**config.mk**
```make
export PLATFORM = sky130hd
export DESIGN_NAME = transmit_seq_gen
export DESIGN_NICKNAME = d
export VERILOG_FILES = /design/src/rtl/transmit_seq_gen.sv
export SDC_FILE = /design/constraint.sdc
export NUM_CORES = 1
export LEC_CHECK = 0
export BUFFER_PORTS_ARGS = -buffer_cell sky130_fd_sc_hd__buf_4
export CORE_MARGIN = 8
export CORE_UTILIZATION = 62
export DETAILED_ROUTE_END_ITERATION = 8
export PLACE_DENSITY = 0.83
export SYNTH_ARGS = -nofsm -noshare
export SYNTH_HDL_FRONTEND = slang
export SYNTH_SLANG_ARGS = --single-unit
```
**constraint.sdc**
```tcl
create_clock -name clk_100M -period 7.9 [get_ports clk_100M]
set_input_delay 1.58 -clock clk_100M [delete_from_list [all_inputs] [get_ports clk_100M]]
set_output_delay 1.58 -clock clk_100M [all_outputs]
set_load 0.01 [all_outputs]
```
**src/rtl/transmit_seq_gen.sv**
```systemverilog
// Transmit-line sequencer: one firing = PR/RX/QUIET/END/GAP/ENV windows on a shared timebase,
// stepping focus then line, with single-frame, continuous and graceful-stop operation.
module transmit_seq_gen #(
  parameter int CNT_W     = 32,
  parameter int NUM_FOCUS = 4,
  parameter int FOCUS_W   = 2,
  parameter int LINES     = 128,
  parameter int LINE_W    = 8,
  parameter int PR_CYC    = 3000,
  parameter int RX_CYC    = 250,
  parameter int END_CYC   = 80,
  parameter int GAP_CYC   = 10,
  parameter int ENV_CYC   = 5
) (
  input  logic                       clk_100M,
  input  logic                       reset_n,
  input  logic                       start,
  input  logic                       stop,
  input  logic                       continuous,
  input  logic [NUM_FOCUS*CNT_W-1:0] period_tbl,
  output logic [LINE_W-1:0]          line_num,
  output logic [FOCUS_W-1:0]         focus_num,
  output logic                       pr_gate,
  output logic                       rx_gate,
  output logic                       end_gate,
  output logic                       envelop,
  output logic                       busy,
  output logic                       frame_done
);

  // state | meaning
  // IDLE  | waiting for start      PR  | transmit window    RX  | receive window
  // QUIET | pad up to line period  END | end-of-line window GAP | idle before envelop
  // ENV   | firing-complete strobe; last cycle advances focus/line or returns to IDLE
  typedef enum logic [2:0] {
    S_IDLE, S_PR, S_RX, S_QUIET, S_END, S_GAP, S_ENV
  } state_t;

  // Two spare bits keep Peff + END + GAP + ENV from wrapping.
  localparam int TW = CNT_W + 2;
  localparam logic [TW-1:0] C_ONE     = TW'(1);
  localparam logic [TW-1:0] C_PR_LAST = TW'(PR_CYC - 1);
  localparam logic [TW-1:0] C_RX_LAST = TW'(PR_CYC + RX_CYC - 1);
  localparam logic [TW-1:0] C_PRRX    = TW'(PR_CYC + RX_CYC);
  localparam logic [TW-1:0] C_END     = TW'(END_CYC);
  localparam logic [TW-1:0] C_GAP     = TW'(GAP_CYC);
  localparam logic [TW-1:0] C_ENV     = TW'(ENV_CYC);

  state_t r_state, w_state_nxt;

  logic [TW-1:0]      r_t, w_t_nxt;
  logic [TW-1:0]      r_peff, w_peff_nxt;
  logic [TW-1:0]      w_quiet_last, w_end_last, w_gap_last, w_env_last;
  logic [CNT_W-1:0]   w_period_sel;
  logic [FOCUS_W-1:0] r_focus, w_focus_nxt;
  logic [LINE_W-1:0]  r_line, w_line_nxt;
  logic               r_stop, w_stop_any, w_load;
  logic               w_focus_wrap, w_line_wrap, w_last;
  logic               r_pr, r_rx, r_end, r_env, r_busy, r_frame_done;

  assign w_quiet_last = r_peff - C_ONE;
  assign w_end_last   = r_peff + C_END - C_ONE;
  assign w_gap_last   = r_peff + C_END + C_GAP - C_ONE;
  assign w_env_last   = r_peff + C_END + C_GAP + C_ENV - C_ONE;

  assign w_focus_wrap = (r_focus == FOCUS_W'(NUM_FOCUS - 1));
  assign w_line_wrap  = (r_line == LINE_W'(LINES - 1));
  assign w_last       = w_focus_wrap && w_line_wrap;
  assign w_stop_any   = r_stop | stop;

  // Period is looked up with the index the upcoming firing will use.
  always_comb begin
    w_period_sel = '0;
    for (int f = 0; f < NUM_FOCUS; f++) begin
      if (w_focus_nxt == FOCUS_W'(f)) begin
        w_period_sel = period_tbl[f*CNT_W +: CNT_W];
      end
    end
  end

  assign w_peff_nxt = (TW'(w_period_sel) > C_PRRX) ? TW'(w_period_sel) : C_PRRX;

  always_comb begin
    w_state_nxt = r_state;
    w_focus_nxt = r_focus;
    w_line_nxt  = r_line;
    w_load      = 1'b0;
    case (r_state)
      S_IDLE: begin
        if (start && !stop) begin
          w_state_nxt = S_PR;
          w_focus_nxt = '0;
          w_line_nxt  = '0;
          w_load      = 1'b1;
        end
      end
      S_PR: begin
        if (r_t == C_PR_LAST) w_state_nxt = S_RX;
      end
      S_RX: begin
        if (r_t == C_RX_LAST) w_state_nxt = (r_peff > C_PRRX) ? S_QUIET : S_END;
      end
      S_QUIET: begin
        if (r_t == w_quiet_last) w_state_nxt = S_END;
      end
      S_END: begin
        if (r_t == w_end_last) w_state_nxt = (GAP_CYC > 0) ? S_GAP : S_ENV;
      end
      S_GAP: begin
        if (r_t == w_gap_last) w_state_nxt = S_ENV;
      end
      S_ENV: begin
        if (r_t == w_env_last) begin
          if (w_last) begin
            if (continuous && !w_stop_any) begin
              w_state_nxt = S_PR;
              w_focus_nxt = '0;
              w_line_nxt  = '0;
              w_load      = 1'b1;
            end else begin
              w_state_nxt = S_IDLE;
            end
          end else if (w_stop_any) begin
            w_state_nxt = S_IDLE;
          end else begin
            w_state_nxt = S_PR;
            w_focus_nxt = w_focus_wrap ? '0 : r_focus + FOCUS_W'(1);
            w_line_nxt  = w_focus_wrap ? r_line + LINE_W'(1) : r_line;
            w_load      = 1'b1;
          end
        end
      end
      default: w_state_nxt = S_IDLE;
    endcase
  end

  assign w_t_nxt = (w_load || (w_state_nxt == S_IDLE)) ? '0 : r_t + C_ONE;

  // Outputs are decoded from the next state so they line up with r_state.
  always_ff @(posedge clk_100M or negedge reset_n) begin
    if (!reset_n) begin
      r_state      <= S_IDLE;
      r_t          <= '0;
      r_peff       <= '0;
      r_focus      <= '0;
      r_line       <= '0;
      r_stop       <= 1'b0;
      r_pr         <= 1'b0;
      r_rx         <= 1'b0;
      r_end        <= 1'b0;
      r_env        <= 1'b0;
      r_busy       <= 1'b0;
      r_frame_done <= 1'b0;
    end else begin
      r_state <= w_state_nxt;
      r_t     <= w_t_nxt;
      if (w_load) r_peff <= w_peff_nxt;
      r_focus      <= w_focus_nxt;
      r_line       <= w_line_nxt;
      r_stop       <= (w_state_nxt == S_IDLE) ? 1'b0 : (r_stop | (stop && (r_state != S_IDLE)));
      r_pr         <= (w_state_nxt == S_PR);
      r_rx         <= (w_state_nxt == S_RX);
      r_end        <= (w_state_nxt == S_END);
      r_env        <= (w_state_nxt == S_ENV);
      r_busy       <= (w_state_nxt != S_IDLE);
      r_frame_done <= (w_state_nxt == S_ENV) && (w_t_nxt == w_env_last) && w_last;
    end
  end

  assign line_num   = r_line;
  assign focus_num  = r_focus;
  assign pr_gate    = r_pr;
  assign rx_gate    = r_rx;
  assign end_gate   = r_end;
  assign envelop    = r_env;
  assign busy       = r_busy;
  assign frame_done = r_frame_done;

endmodule

```
==> results.md <==
* Cell leakage power at 5.78 nW
* Slowest cell on crit path: dfrtp_1
* Share of layout cells above drive strength 1 at 16.9%
* Worst hold path class: flop to flop
* Placement Cell Area at 15300 um2
* R2R cell count at 24
* Initial antenna violation count at 1
* Seq cells post-synth at 86
* Synth warnings at 0
* Post-route setup slack at 0.209 ns
* Fillers at 1830
* Ports at 149
* Rows at 54
* CTS tree: done
* CTS Sinks at 86
* Root buf cell: clkbuf_16
* Final Cell Area at 15700 um2
* Die ar. at 27400 um2
* EDFF count, synth at 0
* Area Growth Syn to Fin at 13.5%
* Most common library cell in the layout ignoring fill and taps: buf_4
* Most frequent cells in the layout: buf_4 (226), xnor2_1 (181), nand2_1 (166)
* Initial Util at 63.2%
* Drt pass-1 iters at 9
* Crit path depth at 24
* CP Cell Sequence: buf_4, or2_2, nor4b_1, o21ai_0, a211oi_2, nand4_1, buf_4, o31a_1, or2_2, nor4_1, buf_4, xnor2_1, or3b_1, or4b_4, o211ai_1, nor4b_4, buf_4, buf_4, nand2_1, o2111ai_1, a2111oi_2, buf_4, nor4bb_1, o2111a_1
* Endpoint class of the critical path: flop
* Post-CTS Hold Fix Bufs at 0
* Vias in the first global route at 15400
* WHS Path Cells at 1
* Drt wl/cell at 24.5 um
* Fin Setup TNS at 0 ns
* Status: finished, final reports clean
* Hold Slack at 0.508 ns
* CORE AREA at 21900 um2
* WP buf/inv at 6
* Slew Limit Headroom at 7.90%
* Final nets at 2139
* Final WL at 55800 um
* Syn Inst Count at 1899
* Sequential fraction of the synthesis area at 15.5%
* Data required time of the worst path at 8.21 ns
* Max Slew Vio Count at 0
* Core Util, Final at 71.8%
* Post-synth top area cell: dfrtp_1
* Clock Pin Slew Worst Setup and Hold Paths at 0.07 ns
* Placed wire-length estimate at 44100 um
* Max cap viols at 0
* Least-Margin Pin Slew at 1.36 ns
* Antenna Nets Post-Route at 0
* Setup Skew at 0.0205 ns
* CTS Buffer Depth at 2
* Final Setup Violations at 0
* GPL Wtd Cong at 1.09
* Cell family with most CP delay: simple AND/OR/NAND/NOR gates
* Post-synth top area share at 15.5%
* Top post-synthesis cells by area: dfrtp_1 (16%), xnor2_1 (12%), xor2_1 (5.5%)
* Maximum clock rate at 130 MHz
* Drt drc at 0
* Startpoint Class: flop
* Synth Flop Type: dfrtp_1
* Post-Syn Nets at 2049
* Largest net degree at the start of global routing at 72
* Number of DRC markers in iteration 0 at 2510
* DP Worst Slack at 0.0548 ns
* Crit path DAT at 8.00 ns
* Vias per std cell at 7.21
* Min cycle time layout at 7.69 ns
* Total global-route track usage at 39.8%
* Die width at 165 um
* Global route overflow at 0
* # H-tree levels at 3
* Pwr/cell area at 133 nW/um2
* Distinct cells, synth at 104
* Most used cell, CP: buf_4
* Post-Syn Area at 13800 um2
* Asr flop ratio synth at 100%
* Cts bufs inserted at 9
* Period utilisation layout at 97.4%
* First-pass GRT wire length at 85200 um
* Die H at 165 um
* Crit path kind: flop to flop
* Via count at 16400
* Synth Area per Inst at 7.29 um2
* Max VDD drop at 143 uV
* Maximum fanout along the worst path at 14
* Worst skew pair latency at 0.38 ns
* Buffers on Ports at 148
* CP max stage delay at 0.61 ns
* Final Hold Viols at 0
## flip-flops by register name, indices dropped and copies added (netlist names)
| signal | flops |
|---|---|
| line_num | 8 |
| rx_gate | 1 |
| r_peff | 32 |
| envelop | 1 |
| end_gate | 1 |
| focus_num | 2 |
| r_t | 34 |
| r_state | 3 |
| r_stop | 1 |
| frame_done | 1 |
| pr_gate | 1 |
| busy | 1 |
## cells in the mapped netlist (all sizes together) (20+ instances only)
master,instances
xnor2,184
nand2,168
nor2,148
o21ai,115
nand3,102
clkbuf,101
xor2,87
dfrtp,86
nor3,86
nand4,62
and3,51
nor4,51
a21oi,50
buf,47
a211oi,44
inv,34
a32oi,31
or3,31
o31ai,28
mux2i,23
or4,23
a31oi,20
o211ai,20
## where the power goes
part / internal [mW] / switching (mW) / total (mW) / leakage, nW
registers: 0.486 / 0.164 / 0.650 / 1.03
logic: 0.398 / 0.551 / 0.949 / 4.60
clock network: 0.260 / 0.225 / 0.485 / 0.153
total: 1.14 / 0.940 / 2.08 / 5.78
## worst paths after layout
path                              from  slack (ns)          end
min in group asynchronous      reset_n        1.05      r_t[33]
hold / removal             line_num[7]        0.51  line_num[7]
setup reg to reg             r_peff[6]        0.21   frame_done
hold reg to reg            line_num[7]        0.51  line_num[7]
setup / recovery             r_peff[6]        0.21   frame_done
max in group asynchronous      reset_n        5.59     end_gate
## metal layers
metal | GRT usage [%] | part of all wire [%]
met1 | 49.4 | 38
met2 | 59.7 | 42
met3 | 10.8 | 13
met4 | 26.3 | 7.1
met5 | 0 | 0
## logic make-up (layout without fill, tap and decap cells)
group                    Yosys count  in the layout  share of synthesized area [%]
AO/OA/AOI/OAI                    456            457                           23.3
buffers and inverters            182            276                           5.46
other                              0              1                              0
AND/OR/NAND/NOR                  849            849                           33.6
flip-flops                        86             86                           15.5
multiplexers                      34             34                           2.56
adder cells (fa/ha/maj)           17             17                           1.54
XOR/XNOR                         275            275                           18.0
## layout make-up
cell class	instances	area [um2]	share of cell area, %
diodes	1	2.50	0.0159
clock inverters	6	77.6	0.494
inverters	34	128	0.812
repair buffers	226	1700	10.8
well taps	280	350	2.23
multi-input cells	1632	11100	70.4
flip-flops and latches	86	2150	13.7
clock buffers	10	239	1.52
## what timing repair did
action,4_1_cts,5_1_grt
setup endpoints to repair,0,13
buffers inserted,0,4
gates resized for setup,0,20
## per-stage QoR
step | power [mW] | instances
after CTS | 2.02 | 2269
after detailed placement | 1.55 | 2253
final | 2.08 | 2275
after global placement | 1.52 | 2253
after global routing | 2.16 | 2274
after floorplan | 1.24 | 1899
Power figures use the tool's default switching activity.
